`config.mk`:
```
export PLATFORM = sky130hd
export DESIGN_NAME = m_s_to_p
export DESIGN_NICKNAME = d
export VERILOG_FILES = /design/src/rtl/m_serdes_pkg.sv /design/src/rtl/m_s2p_hold.sv /design/src/rtl/m_s_to_p.sv
export SDC_FILE = /design/constraint.sdc
export NUM_CORES = 1
export LEC_CHECK = 0
export ABC_CLOCK_PERIOD_IN_PS = 3300
export BUFFER_PORTS_ARGS = -buffer_cell sky130_fd_sc_hd__buf_2
export CORE_MARGIN = 3
export CORE_UTILIZATION = 40
export CTS_BUF_LIST = sky130_fd_sc_hd__clkbuf_16
export CTS_CLUSTER_DIAMETER = 50
export DETAILED_ROUTE_END_ITERATION = 6
export HOLD_SLACK_MARGIN = 0.02
export PLACE_DENSITY_LB_ADDON = 0.25
export SKIP_CTS_REPAIR_TIMING = 1
export SLEW_MARGIN = 5
export SYNTH_ARGS = -nofsm -noshare
export SYNTH_HDL_FRONTEND = slang
export SYNTH_HIERARCHICAL = 1
export SYNTH_SLANG_ARGS = --single-unit
```
`constraint.sdc`:
```
create_clock -name clk -period 3.3 [get_ports clk]
set_clock_uncertainty 0.2 [all_clocks]
set_input_delay 0.66 -clock clk [delete_from_list [all_inputs] [get_ports clk]]
set_output_delay 0.66 -clock clk [all_outputs]
set_load 0.005 [all_outputs]
```
`src/rtl/m_serdes_pkg.sv`:
```
// Shared types and helpers for the MPU serializer/deserializer blocks.
//   s2p_state_t : deserializer FSM state encoding
//   WORD_DEF    : default frame width in data bits
//   even_par    : XOR reduction of the low n bits of v (even-parity bit)
package m_serdes_pkg;

  typedef enum logic [1:0] {
    IDLE  = 2'd0,
    SHIFT = 2'd1,
    PAR   = 2'd2
  } s2p_state_t;

  localparam int unsigned WORD_DEF = 8;

  // Even-parity bit over v[n-1:0]; bits at or above n are ignored.
  function automatic logic even_par(logic [31:0] v, int n);
    logic p;
    p = 1'b0;
    for (int i = 0; i < 32; i++) begin
      if (i < n) p ^= v[i];
    end
    return p;
  endfunction

endpackage

```
`src/rtl/m_s2p_hold.sv`:
```
// Single-entry valid/ready holding register for the deserializer output.
//   clk, reset (async, active-low)
//   clr       : sync clear of valid and ovf
//   load      : a frame completes this cycle, load_word is its value
//   load_word : completed word
//   ready     : consumer accepts word this cycle (ignored while valid=0)
//   word      : held word, stable while valid=1
//   valid     : register full
//   ovf       : sticky, a completed word was dropped because the register stayed full
module m_s2p_hold
  import m_serdes_pkg::*;
#(
  parameter int unsigned WORD = WORD_DEF
) (
  input  logic            clk,
  input  logic            reset,
  input  logic            clr,
  input  logic            load,
  input  logic [WORD-1:0] load_word,
  input  logic            ready,
  output logic [WORD-1:0] word,
  output logic            valid,
  output logic            ovf
);

  logic pop_c;

  // A pop only counts while something is held.
  assign pop_c = valid & ready;

  // Load wins over pop at the same edge; a load into a full, unpopped register is dropped.
  always_ff @(posedge clk or negedge reset) begin
    if (!reset) begin
      word  <= '0;
      valid <= 1'b0;
      ovf   <= 1'b0;
    end else if (clr) begin
      valid <= 1'b0;
      ovf   <= 1'b0;
    end else if (load) begin
      if (!valid || pop_c) begin
        word  <= load_word;
        valid <= 1'b1;
      end else begin
        ovf <= 1'b1;
      end
    end else if (pop_c) begin
      valid <= 1'b0;
    end
  end

endmodule

```
`src/rtl/m_s_to_p.sv`:
```
// Serial-to-parallel deserializer: assembles WORD MSB-first qualified bits into a
// word and presents it through a single-entry valid/ready holding register.
// Optional feature macro: S2P_PARITY_EN (adds one trailing even-parity bit per frame).
//   clk, reset (async, active-low)
//   clr        : sync clear, aborts the frame, drops the held word, clears ovf/parity_err
//   sin        : serial data, MSB first
//   sin_valid  : qualifies sin, one bit per cycle
//   word_o     : assembled word, stable while word_valid=1
//   word_valid : holding register full
//   word_ready : consumer accepts word_o
//   busy       : frame in progress
//   ovf        : sticky, completed frame dropped while full
//   parity_err : sticky parity mismatch (0 when S2P_PARITY_EN undefined)
module m_s_to_p
  import m_serdes_pkg::*;
#(
  parameter int unsigned WORD = WORD_DEF
) (
  input  logic            clk,
  input  logic            reset,
  input  logic            clr,
  input  logic            sin,
  input  logic            sin_valid,
  output logic [WORD-1:0] word_o,
  output logic            word_valid,
  input  logic            word_ready,
  output logic            busy,
  output logic            ovf,
  output logic            parity_err
);

  localparam int unsigned CW = $clog2(WORD + 1);

  s2p_state_t      state, state_next;
  logic [CW-1:0]   cnt, cnt_next;
  logic [WORD-1:0] sr, sr_next;
  logic [WORD-1:0] load_data_c;
  logic            load_c;
  logic            par_bad_c;

  // State, counter and shift register.
  always_ff @(posedge clk or negedge reset) begin
    if (!reset) begin
      state <= IDLE;
      cnt   <= '0;
      sr    <= '0;
      busy  <= 1'b0;
    end else begin
      state <= state_next;
      cnt   <= cnt_next;
      sr    <= sr_next;
      busy  <= (state_next != IDLE);
    end
  end

  // Next-state, datapath and completion decode.
  always_comb begin
    state_next  = state;
    cnt_next    = cnt;
    sr_next     = sr;
    load_c      = 1'b0;
    load_data_c = sr;
    par_bad_c   = 1'b0;
    if (clr) begin
      state_next = IDLE;
      cnt_next   = '0;
      sr_next    = '0;
    end else if (sin_valid) begin
      case (state)
        IDLE: begin
          // Start a fresh frame so no stale bits from an earlier word survive.
          sr_next    = {{(WORD-1){1'b0}}, sin};
          cnt_next   = CW'(1);
          state_next = SHIFT;
        end
        SHIFT: begin
          sr_next = {sr[WORD-2:0], sin};
          if (cnt == CW'(WORD - 1)) begin
`ifdef S2P_PARITY_EN
            cnt_next   = CW'(WORD);
            state_next = PAR;
`else
            // Final data bit goes straight into the holding register this edge.
            cnt_next    = '0;
            state_next  = IDLE;
            load_c      = 1'b1;
            load_data_c = sr_next;
`endif
          end else begin
            cnt_next = cnt + CW'(1);
          end
        end
`ifdef S2P_PARITY_EN
        PAR: begin
          // Parity bit is not data; sr already holds the complete word.
          cnt_next    = '0;
          state_next  = IDLE;
          load_c      = 1'b1;
          load_data_c = sr;
          par_bad_c   = (sin != even_par(32'(sr), int'(WORD)));
        end
`endif
        default: begin
          state_next = IDLE;
          cnt_next   = '0;
        end
      endcase
    end
  end

`ifdef S2P_PARITY_EN
  // Sticky parity error; the word is still delivered.
  always_ff @(posedge clk or negedge reset) begin
    if (!reset) begin
      parity_err <= 1'b0;
    end else if (clr) begin
      parity_err <= 1'b0;
    end else if (par_bad_c) begin
      parity_err <= 1'b1;
    end
  end
`else
  assign parity_err = 1'b0;
`endif

  m_s2p_hold #(
    .WORD (WORD)
  ) u_hold (
    .clk       (clk),
    .reset     (reset),
    .clr       (clr),
    .load      (load_c),
    .load_word (load_data_c),
    .ready     (word_ready),
    .word      (word_o),
    .valid     (word_valid),
    .ovf       (ovf)
  );

endmodule

```
==> flow_metrics.tcl <==
set metrics [dict create \
    drive_above_1_share_pct 31.7 \
    finalSetupTns_ps 0 \
    ios 18 \
    crit_buf_inv 1 \
    layout_common_cells "dfrtp_1 (25), buf_2 (16), nand2_1 (14)" \
    root_buffer "clkbuf_16" \
    p_sw_uw 128 \
    start_util_pct 43.1 \
    antenna_found_initial 0 \
    relSlewSlack_pct 57.7 \
    cts_buffer_depth 2 \
    fp.dieW_um 61.2 \
    synth-compound-area-share_pct 7.70 \
    worst-endpoint-arrival_ps 2350 \
    min_period_ps 2400 \
    syn_area_per_cell_um2 11.3 \
    cts_buffers 3 \
    p_seq_share_pct 51.6 \
    finalPower_uw 610 \
    max-vdd-ir-drop_uv 229 \
    cap_viol_max_count 0 \
    port_buffers 16 \
    cts_sinks 25 \
    grt_pass1_vias 800 \
    min-delay-path-class "in2async" \
    timing.fmax_mhz 417 \
    core_area_mm2 0.00283 \
    ys_seq_area_share_pct 51.3 \
    worst_pin_slew_ps 633 \
    dp_hpwl_um 1470 \
    crit_type "reg2reg" \
    dieArea_mm2 0.00374 \
    drt-total-wl_um 2140 \
    path_delay_family "simple AND/OR/NAND/NOR gates" \
    synth_nets 115 \
    insertedDiodeCount 0 \
    intPower_uw 481 \
    clk_latency_ps 260 \
    crit_path_end_kind "flip-flop" \
    yosys.area_share.simple_pct 17.2 \
    ctsHtreeMaxLevel 1 \
    ys_ff_latch 25 \
    track_usage_pct 13.3 \
    synth_cell_types 27 \
    via_count 820 \
    finish.utilization_pct 48.9 \
    setup_violations 0 \
    pwr-share-comb_pct 4.6 \
    cp.required_ps 3240 \
    crit_chain "ha_1 -> nand4b_1 -> or3_1 -> inv_1 -> nor3b_4 -> mux2_2" \
    synth_top_family_by_area "multiplexers" \
    rsz0062_at_grt "false" \
    layout_commonest_cell "dfrtp_1" \
    clk_pin_slew_ps 60 \
    synth-xor-area-share_pct 0 \
    die_h_um 61.2 \
    crit_path_max_incr_delay_ps 410 \
    syn2layout_area_growth_pct 13.6 \
    nets 131 \
    path_max_fanout 8 \
    dr.pass1.iters 4 \
    finalHoldViolCount 0 \
    dpl_worst_slack_ps 713 \
    status "finished clean" \
    via_per_inst 5.32 \
    crit_path_top_delay_cell "or3_1" \
    netlist_instances 108 \
    p_per_area_mw_per_mm2 441 \
    post-route-worst-setup-slack_ps 899 \
    p_sw_share_pct 21.1 \
    avgRoutedWirePerCell_um 13.9 \
    post-route-period-util_pct 72.8 \
    power.share.clock_pct 43.9 \
    yosys_warnings 6 \
    synth_mux_area_share_pct 18.1 \
    cts_tree "built" \
    first_iter_violations 24 \
    grt_pass1_wl_um 3670 \
    critPathLaunchType "flip-flop" \
    syn_area_mm2 0.00122 \
    yosys.area_share.adder_pct 1.03 \
    grt.overflow.total 0 \
    num_rows 19 \
    grt_max_degree 26 \
    ant_nets 0 \
    slew_viol_final 0 \
    num-fill-cells 265 \
    drc 0 \
    gp_congestion 0.709 \
    power.leakage_uw 0.000694 \
]
[synth_stat cells]
master	number	area [um2]
a21oi_1	12	60.1
a221o_1	1	10.0
a32o_1	1	10.0
a32oi_1	1	8.76
and2_1	1	6.26
and4_1	1	8.76
buf_4	1	7.51
buf_6	2	22.5
clkbuf_1	3	11.3
conb_1	1	3.75
dfrtp_1	25	626
ha_1	1	12.5
inv_1	3	11.3
mux2_2	8	90.1
mux2_4	8	120
mux2i_1	1	10.0
nand2_1	14	52.6
nand2b_1	1	6.26
nand3_1	9	45.0
nand4b_1	1	8.76
nor2_1	6	22.5
nor2b_1	2	12.5
nor2b_4	1	13.8
nor3b_4	1	18.8
nor4b_1	1	8.76
o21ai_0	1	5.00
or3_1	1	6.26
[layer usage]
layer / GRT usage [%] / share of wire [%] / vias up
met4: 6.50 / 2.1 / 0
met5: 0 / 0 / -
li1: - / - / 405
met3: 2.52 / 3.5 / 5
met1: 17.2 / 47 / 393
met2: 21.3 / 47 / 17
[cells by family (layout without fill, tap and decap cells)]
group	after synthesis	in the layout
buffers and inverters	9	24
muxes	17	17
DFF	25	25
and+or+nand+nor	39	39
other	1	1
AOI/OAI and AO/OA	16	16
adders and majority gates	1	1
[cell type report]
| type | instances | area [um2] | area share (%) |
|---|---|---|---|
| Sequential cell | 25 | 626 | 45.2 |
| Tap cell | 31 | 38.8 | 2.80 |
| Clock buffer | 3 | 75.1 | 5.42 |
| Multi-Input combinational cell | 74 | 541 | 39.1 |
| Inverter | 3 | 11.3 | 0.814 |
| Timing Repair Buffer | 17 | 87.6 | 6.33 |
| Clock inverter | 1 | 5.00 | 0.362 |
[path summary, 6_finish.rpt]
check | depth (start not counted) | end | slack, ps | start
min reg2reg | 1 | u_hold/word[5] | 300 | u_hold/word[5]
max | 6 | u_hold/word[0] | 900 | cnt[0]
max reg2reg | 6 | u_hold/word[0] | 900 | cnt[0]
min | 1 | cnt[1] | 190 | reset
min in group clk | 1 | u_hold/word[5] | 300 | u_hold/word[5]
max in group asynchronous | 1 | sr[5] | 2350 | reset
[registers in the layout (all words and copies together), names as in the netlist]
| signal | flops |
|---|---|
| busy | 1 |
| cnt | 4 |
| sr | 8 |
| state | 2 |
| u_hold/ovf | 1 |
| u_hold/valid | 1 |
| u_hold/word | 8 |
[power by group through the flow]
stage	clock network (uW)	logic (uW)	registers, uW
after floorplan	0	17.6	318
after global placement	0	28.0	320
after detailed placement	0	28.7	320
after CTS	275	28.7	314
after global routing	285	32.4	315
final	267	27.9	315
[stage by stage]
step | std cells | hold WS (ps) | instance area (um2)
after floorplan | 108 | 164 | 1220
after global placement | 150 | 286 | 1300
after detailed placement | 150 | 292 | 1300
after CTS | 154 | 209 | 1380
after global routing | 154 | 238 | 1380
final | 154 | 186 | 1380
Note: power is estimated with default switching activity, not from simulation.
